[src/rtl/mem_arb.sv]
// mem_arb: two-master arbiter onto a single shared memory request/response port.
//
// Masters:
//   m0 : instruction-fetch path (read-only in practice, m0_req_wen tied low by the ifu)
//   m1 : load/store path
//
// Ports:
//   clk, rst                    clock, asynchronous active-high reset
//   mX_req_vld/rdy/addr/wen/wdata/wstrb
//                               master request channels (valid/ready)
//   mX_rsp_vld/rdy/rdata        master response channels (rdata shared from slave)
//   s_req_vld/rdy/addr/wen/wdata/wstrb
//                               shared-port request, payload muxed from the granted master
//   s_rsp_vld/rdy/rdata         shared-port response, routed by the in-order owner FIFO
//   proto_err                   sticky: response seen with nothing outstanding
//
// Build option:
//   MEM_ARB_RR_EN  defined   -> round-robin arbitration with a 1-bit last-grant pointer
//                  undefined -> fixed priority, m1 over m0
module mem_arb #(
    parameter int AW          = 32,
    parameter int DW          = 32,
    parameter int OUTSTANDING = 2
) (
    input  logic            clk,
    input  logic            rst,

    input  logic            m0_req_vld,
    output logic            m0_req_rdy,
    input  logic [AW-1:0]   m0_req_addr,
    input  logic            m0_req_wen,
    input  logic [DW-1:0]   m0_req_wdata,
    input  logic [DW/8-1:0] m0_req_wstrb,
    output logic            m0_rsp_vld,
    input  logic            m0_rsp_rdy,
    output logic [DW-1:0]   m0_rsp_rdata,

    input  logic            m1_req_vld,
    output logic            m1_req_rdy,
    input  logic [AW-1:0]   m1_req_addr,
    input  logic            m1_req_wen,
    input  logic [DW-1:0]   m1_req_wdata,
    input  logic [DW/8-1:0] m1_req_wstrb,
    output logic            m1_rsp_vld,
    input  logic            m1_rsp_rdy,
    output logic [DW-1:0]   m1_rsp_rdata,

    output logic            s_req_vld,
    input  logic            s_req_rdy,
    output logic [AW-1:0]   s_req_addr,
    output logic            s_req_wen,
    output logic [DW-1:0]   s_req_wdata,
    output logic [DW/8-1:0] s_req_wstrb,
    input  logic            s_rsp_vld,
    output logic            s_rsp_rdy,
    input  logic [DW-1:0]   s_rsp_rdata,

    output logic            proto_err
);

    localparam int PW = (OUTSTANDING > 1) ? $clog2(OUTSTANDING) : 1;
    localparam int CW = $clog2(OUTSTANDING + 1);
    localparam logic [PW-1:0] LAST_PTR = PW'(OUTSTANDING - 1);
    localparam logic [CW-1:0] MAX_CNT  = CW'(OUTSTANDING);

    // owner FIFO: one bit per outstanding request, 0 = m0, 1 = m1
    logic [OUTSTANDING-1:0] r_owner;
    logic [PW-1:0]          r_wr_ptr;
    logic [PW-1:0]          r_rd_ptr;
    logic [CW-1:0]          r_cnt;
    logic                   r_hold;
    logic                   r_hold_id;
    logic                   r_proto_err;

    logic w_full;
    logic w_cnt_nz;
    logic w_sel;
    logic w_req_any;
    logic w_s_req_vld;
    logic w_req_hs;
    logic w_head;
    logic w_s_rsp_rdy;
    logic w_pop;
    logic w_drop;

    function automatic logic [PW-1:0] ptr_inc(input logic [PW-1:0] p);
        return (p == LAST_PTR) ? '0 : p + 1'b1;
    endfunction

    assign w_full    = (r_cnt == MAX_CNT);
    assign w_cnt_nz  = (r_cnt != '0);
    assign w_req_any = m0_req_vld | m1_req_vld;

`ifdef MEM_ARB_RR_EN
    logic r_last;

    always_comb begin
        w_sel = 1'b0;
        if (r_hold) begin
            w_sel = r_hold_id;
        end else if (m0_req_vld & m1_req_vld) begin
            w_sel = ~r_last;
        end else begin
            w_sel = m1_req_vld;
        end
    end

    always_ff @(posedge clk or posedge rst) begin
        if (rst) begin
            r_last <= 1'b0;
        end else if (w_req_hs) begin
            r_last <= w_sel;
        end
    end
`else
    always_comb begin
        w_sel = 1'b0;
        if (r_hold) begin
            w_sel = r_hold_id;
        end else begin
            w_sel = m1_req_vld;
        end
    end
`endif

    // No bypass: a pop in the same cycle does not free a slot for a new request.
    assign w_s_req_vld = w_req_any & ~w_full;
    assign w_req_hs    = w_s_req_vld & s_req_rdy;

    assign w_head      = r_owner[r_rd_ptr];
    assign w_s_rsp_rdy = w_cnt_nz ? (w_head ? m1_rsp_rdy : m0_rsp_rdy) : 1'b1;
    assign w_pop       = s_rsp_vld & w_s_rsp_rdy & w_cnt_nz;
    assign w_drop      = s_rsp_vld & ~w_cnt_nz;

    // Handshake outputs are forced low while reset is asserted.
    assign s_req_vld   = w_s_req_vld & ~rst;
    assign m0_req_rdy  = ~w_sel & s_req_rdy & ~w_full & ~rst;
    assign m1_req_rdy  =  w_sel & s_req_rdy & ~w_full & ~rst;

    assign s_req_addr  = w_sel ? m1_req_addr  : m0_req_addr;
    assign s_req_wen   = w_sel ? m1_req_wen   : m0_req_wen;
    assign s_req_wdata = w_sel ? m1_req_wdata : m0_req_wdata;
    assign s_req_wstrb = w_sel ? m1_req_wstrb : m0_req_wstrb;

    assign m0_rsp_vld   = s_rsp_vld & w_cnt_nz & ~w_head & ~rst;
    assign m1_rsp_vld   = s_rsp_vld & w_cnt_nz &  w_head & ~rst;
    assign s_rsp_rdy    = w_s_rsp_rdy & ~rst;
    assign m0_rsp_rdata = s_rsp_rdata;
    assign m1_rsp_rdata = s_rsp_rdata;

    assign proto_err = r_proto_err;

    always_ff @(posedge clk or posedge rst) begin
        if (rst) begin
            r_owner     <= '0;
            r_wr_ptr    <= '0;
            r_rd_ptr    <= '0;
            r_cnt       <= '0;
            r_hold      <= 1'b0;
            r_hold_id   <= 1'b0;
            r_proto_err <= 1'b0;
        end else begin
            if (w_req_hs) begin
                r_owner[r_wr_ptr] <= w_sel;
                r_wr_ptr          <= ptr_inc(r_wr_ptr);
            end
            if (w_pop) begin
                r_rd_ptr <= ptr_inc(r_rd_ptr);
            end
            if (w_req_hs & ~w_pop) begin
                r_cnt <= r_cnt + 1'b1;
            end else if (w_pop & ~w_req_hs) begin
                r_cnt <= r_cnt - 1'b1;
            end

            // Freeze the grant while the slave back-pressures so the payload stays stable.
            if (w_req_hs) begin
                r_hold <= 1'b0;
            end else if (w_s_req_vld) begin
                r_hold    <= 1'b1;
                r_hold_id <= w_sel;
            end

            if (w_drop) begin
                r_proto_err <= 1'b1;
            end
        end
    end

endmodule

[config.mk]
export PLATFORM = sky130hd
export DESIGN_NAME = mem_arb
export DESIGN_NICKNAME = d
export VERILOG_FILES = /design/src/rtl/mem_arb.sv
export SDC_FILE = /design/constraint.sdc
export NUM_CORES = 1
export LEC_CHECK = 0
export BUFFER_PORTS_ARGS = -buffer_cell sky130_fd_sc_hd__buf_2
export CAP_MARGIN = 0
export CORE_AREA = 2 2 124 126
export DETAILED_ROUTE_END_ITERATION = 12
export DIE_AREA = 0 0 126 128
export PLACE_DENSITY = 0.44
export SETUP_SLACK_MARGIN = 0.02
export SYNTH_ARGS = -nofsm -noshare
export SYNTH_HDL_FRONTEND = slang
export SYNTH_SLANG_ARGS = --single-unit
[constraint.sdc]
create_clock -name clk -period 2.1 [get_ports clk]
set_input_delay 0.105 -clock clk [delete_from_list [all_inputs] [get_ports clk]]
set_output_delay 0.105 -clock clk [all_outputs]
set_load 0.03 [all_outputs]
=== Word level (Yosys, flattened, before mapping) ===
Cells that the tools add are included.

* Register bits after elaboration: 9
* Bits of input ports: 178
* Output and inout bits: 140
* Logic and storage cells: 66

* Add/sub/neg operators: 4
* $lt $le $gt $ge: 3
* Equal/unequal tests: 1
* Muxes and demuxes: 18
* Bitwise gates (word level): 28
* Reduce and logical (&&, ||, !) cells: 5

{| class="wikitable"
|+ Operators with widths
! kind !! number
|-
| 32-bit two-way mux || 2
|-
| 1-bit AND || 20
|-
| 1-bit two-way mux || 11
|-
| 1-bit inverter || 7
|-
| 2-bit nonzero test || 3
|-
| 1-bit by 2-bit less-than comparator with 1-bit output (second input constant) || 2
|-
| 2-bit two-way mux || 2
|-
| 4-bit two-way mux || 1
|-
| 1-bit adder (second input constant) || 2
|-
| 2-bit by 1-bit adder with 2-bit output (second input constant) || 1
|-
| 2-bit bitwise mux || 1
|-
| 2-bit equality test (second input constant) || 1
|-
| 2-bit AND reduction || 1
|-
| 2-bit by 1-bit subtractor with 2-bit output (second input constant) || 1
|-
| 1-bit demux with 1-bit select || 1
|-
| 1-bit greater-or-equal comparator (second input constant) || 1
|-
| 1-bit logical AND || 1
|-
| 1-bit OR || 1
|}

=== Depth between registers and ports, before layout ===
* Word-level depth: 9
* Gate-level depth with buffers: 9
* Gate-level depth less buffers: 7

=== Worst setup path after synthesis ===
No wires, ideal clock.

* Kind: register to register
* From: reg r_rd_ptr
* To: reg r_cnt[1]
* Setup time: 79 ps
* Arrival: 1,593 ps
* Data required time: 2,021 ps
* Setup slack: 428 ps
* Cell stages (with the launch flop): 7
* Path buffers: 0
* Period minus slack after synthesis: 1,672 ps
* Cells stage by stage: dfrtp_1 mux2i_1 mux2i_1 inv_1 ha_1 nor2_1 xor2_1

* Cells in the longest elaborated chain, start to end: 9
* Elaborated cells between the ends (all ways): 11
* Those cells by class: mux: 5; bitwise: 5; reduce/logical: 1

{| class="wikitable"
|+ RTL lines
! what !! RTL line !! text
|-
| from (decl) || 69 || <nowiki>logic [PW-1:0] r_rd_ptr;</nowiki>
|-
| from (signal assigned) || 168 || <nowiki>r_rd_ptr <= ptr_inc(r_rd_ptr);</nowiki>
|-
| 1-bit two-way mux (implied by the code) * (2 in a row) || 130 || <nowiki>assign w_head = r_owner[r_rd_ptr];</nowiki>
|-
| 1-bit two-way mux * (2 in a row) || 131 || <nowiki>assign w_s_rsp_rdy = w_cnt_nz ? (w_head ? m1_rsp_rdy : m0_rsp_rdy) : 1'b1;</nowiki>
|-
| 1-bit AND * (2 in a row) || 132 || <nowiki>assign w_pop = s_rsp_vld & w_s_rsp_rdy & w_cnt_nz;</nowiki>
|-
| 1-bit inverter || 170 || <nowiki>if (w_req_hs & ~w_pop) begin</nowiki>
|-
| 1-bit AND || 170 ||
|-
| 2-bit two-way mux or 2-bit nonzero test (tied branches) || n/a ||
|-
| to (signal assigned) || 171 || <nowiki>r_cnt <= r_cnt + 1'b1;</nowiki>
|-
| to (signal assigned) || 173 || <nowiki>r_cnt <= r_cnt - 1'b1;</nowiki>
|-
| to (decl) || 70 || <nowiki>logic [CW-1:0] r_cnt;</nowiki>
|}

Mark *: on every way between the ends. The rest lies on a longest branch, timed or not. The select of a mux whose other input is x is not followed.
A chain may end at the register's enable or synchronous reset.

=== Worst setup path in the final report ===
* From: reg r_hold
* To: out s_req_wdata[28]

* Cells in the longest elaborated chain, start to end: 2

{| class="wikitable"
|+ RTL lines
! what !! RTL line !! text
|-
| from (decl) || 71 || <nowiki>logic r_hold;</nowiki>
|-
| from (signal assigned) || 159 || <nowiki>r_hold <= 1'b0;</nowiki>
|-
| from (signal assigned) || 178 || <nowiki>r_hold <= 1'b0;</nowiki>
|-
| from (signal assigned) || 180 || <nowiki>r_hold <= 1'b1;</nowiki>
|-
| 1-bit two-way mux || 118 || <nowiki>if (r_hold) begin</nowiki>
|-
| 32-bit two-way mux || 142 || <nowiki>assign s_req_wdata = w_sel ? m1_req_wdata : m0_req_wdata;</nowiki>
|-
| to (decl) || 52 || <nowiki>output logic [DW-1:0] s_req_wdata,</nowiki>
|}

No other way between the ends.

==> reports/metrics.cfg <==
[power]
ir_drop_mv=0.520
power.total_w=0.00446
total_leakage_power_nw=1.80
powerDensity_nw_per_um2=1590

[drt]
wl_per_cell_um=13.2
drt_first_pass_iters=5
m1WireLength_mm=3.61
drt_iter0_markers=73
wirelength_mm=8.90
drc=0
route.met3.wl_mm=1.13
top_layer_used=met4
wl_met2_mm=4.10
vias=2401
drtAntennaViolNets=0
vias_per_cell=3.55

[worst_setup_path]
path_max_fanout=29
end_kind=primary output
reg2reg_from=r_rd_ptr$_DFFE_PP0P_
path_cells=mux2i_4, buf_4, nand2_1, nand2_1, buf_2
setup.worst_path.start_class=flop
cp.required_ns=2.00
critPathSlowestCell=dfrtp_1
max_stage_delay_ns=0.44
path_class=flop to primary output
worst_r2r_endpoint=r_cnt[1]$_DFFE_PP0P_
arrival_ns=1.70
reg2reg_slack_ns=0.39
cpMostUsedCell=nand2_1
rr_worst_depth=7

[timing]
finalMaxSlewViolations=0
fmax_mhz=553
worst_slew_pin_slew_ns=0.312
skew_ns=0.00225
rsz0062_at_grt=false
setup_viol=0
finalHoldViolations=0
slew_headroom=0.792
finalCriticalPeriod_ns=1.81
finalSetupTns_ns=0
timing.final.crit_share=0.861
timing.final.ws_setup_ns=0.291

[cts]
clock_sinks=9
cts_setup_buffers=0
clkTransAtPathRegs_ns=0.04
cts_root_buffer=clkbuf_16
h-tree-depth=1
cts_tree=done
cts_made_buffers=3
clkLatencyLatePin_ns=0.23
cts.path.max_buffers=2

[floorplanning]
die_area_um2=16100
die_y_um=128
core.rowCount=45
die_x_um=126
io_pins=318
core-area_um2=14900
start_util=0.126

[grt]
grt_pass1_wl_mm=12.5
grt_usage=0.0987
grt_max_degree=44
overflow=0
antenna_found_initial=0
grt_pass1_vias=2137

[finish]
antennaDiodeCount=0
final_common_cell=buf_2
final_util=0.189
final_cell_mix=buf_2 (221), nand2_1 (208), dfrtp_1 (9)
area_growth_pct=49.2
drive_gt1_frac=0.486
final_nets=668

[logic_synthesis]
syn_nets=516
syn-instance-count=337
yosysWarnings=0
async_flop_share=1.00
synth_edf_count=0
synth_top_flop_cell=dfrtp_1
syn-cell-area_um2=1880
synth_cell_types=27
syn_avg_cell_area_um2=5.57
synth-seq-cells=9
yosysSeqAreaShare=0.120

[placed_design]
io_buffers=221
gp_congestion=0.733
hpwl_mm=7.73
dpl_worst_slack_ns=0.401

[hold_path]
hp-start=s_rsp_vld
hp-class=primary input to flop
min_to=proto_err$_DFFE_PP0P_
holdPathStages=2

[flow_run]
drv_cap=0

[outcome]
status=completed

[final cells by class]
| cell class | instances | area (um^2) |
|---|---|---|
| flip-flops and latches | 9 | 225 |
| repair buffers | 228 | 1190 |
| clock buffers | 4 | 78.8 |
| multi-input cells | 244 | 1070 |
| inverters | 3 | 11.3 |
| well taps | 188 | 235 |
| fillers | 1742 | 12100 |
[cell families (layout without fill, tap and decap cells)]
family | Yosys count | count (layout) | synth area share
mux | 5 | 5 | 0.0293
simple gates | 223 | 223 | 0.465
fa+ha+maj | 1 | 1 | 0.00666
buf+inv | 84 | 235 | 0.317
compound gates | 10 | 10 | 0.0386
xor+xnor | 5 | 5 | 0.0233
flops | 9 | 9 | 0.120
[registers in the layout, summed over array words and instances (netlist names)]
signal,flops
r_cnt,2
r_owner,2
proto_err,1
r_hold,1
r_hold_id,1
r_rd_ptr,1
r_wr_ptr,1
[worst max-delay path by stage]
stage	from	end	slack [ns]
2_1_floorplan	r_rd_ptr$_DFFE_PP0P_	r_cnt[1]$_DFFE_PP0P_	0.43
3_3_place_gp	r_rd_ptr$_DFFE_PP0P_	r_cnt[1]$_DFFE_PP0P_	0.45
3_5_place_dp	r_rd_ptr$_DFFE_PP0P_	r_cnt[1]$_DFFE_PP0P_	0.40
4_1_cts	r_hold$_DFFE_PP0P_	s_req_wdata[18]	0.28
5_1_grt	r_hold$_DFFE_PP0P_	s_req_addr[10]	0.16
6_report	r_hold$_DFFE_PP0P_	s_req_wdata[28]	0.29
[cells in the mapped netlist (3+ instances only)]
library cell / number / area share
dfrtp_1: 9 / 0.12
buf_2: 14 / 0.037
buf_6: 3 / 0.018
inv_1: 3 / 0.0060
buf_4: 64 / 0.26
nand2_1: 208 / 0.42
xor2_1: 3 / 0.014
mux2i_1: 3 / 0.016
nor2_1: 6 / 0.012
[stage by stage]
step | hold slack, ns | instances | instance area (um^2)
after global routing | 0.155 | 676 | 2800
after floorplan | -0.0538 | 337 | 1880
after detailed placement | 0.107 | 671 | 2710
after CTS | 0.127 | 676 | 2800
final | 0.128 | 676 | 2800
after global placement | 0.105 | 671 | 2710
[worst max-delay path: cells and delay by family (launching register included)]
kind / cells / cell delay, ns
flip-flops: 1 / 0.44
multiplexers: 1 / 0.30
AND/OR/NAND/NOR: 2 / 0.17
buffers and inverters: 2 / 0.54
[power breakdown]
part	leakage (nW)	switching, W	internal [W]
logic	1.66	0.00265	0.00111
registers	0.100	0.0000976	0.000256
clock network	0.0382	0.0000831	0.000254
total	1.80	0.00284	0.00162
[repair_timing]
action                                 in CTS  in global routing
gates resized for setup                     0                  0
endpoints found under the hold margin       6                  0
hold buffers                                1                  0
[layer usage]
| layer | GRT usage | vias up |
|---|---|---|
| li1 | - | 1264 |
| met2 | 0.161 | 166 |
| met3 | 0.0401 | 8 |
| met5 | 0 | - |
| met4 | 0.0103 | 0 |
| met1 | 0.127 | 963 |
(Power assumes the default switching activity.)
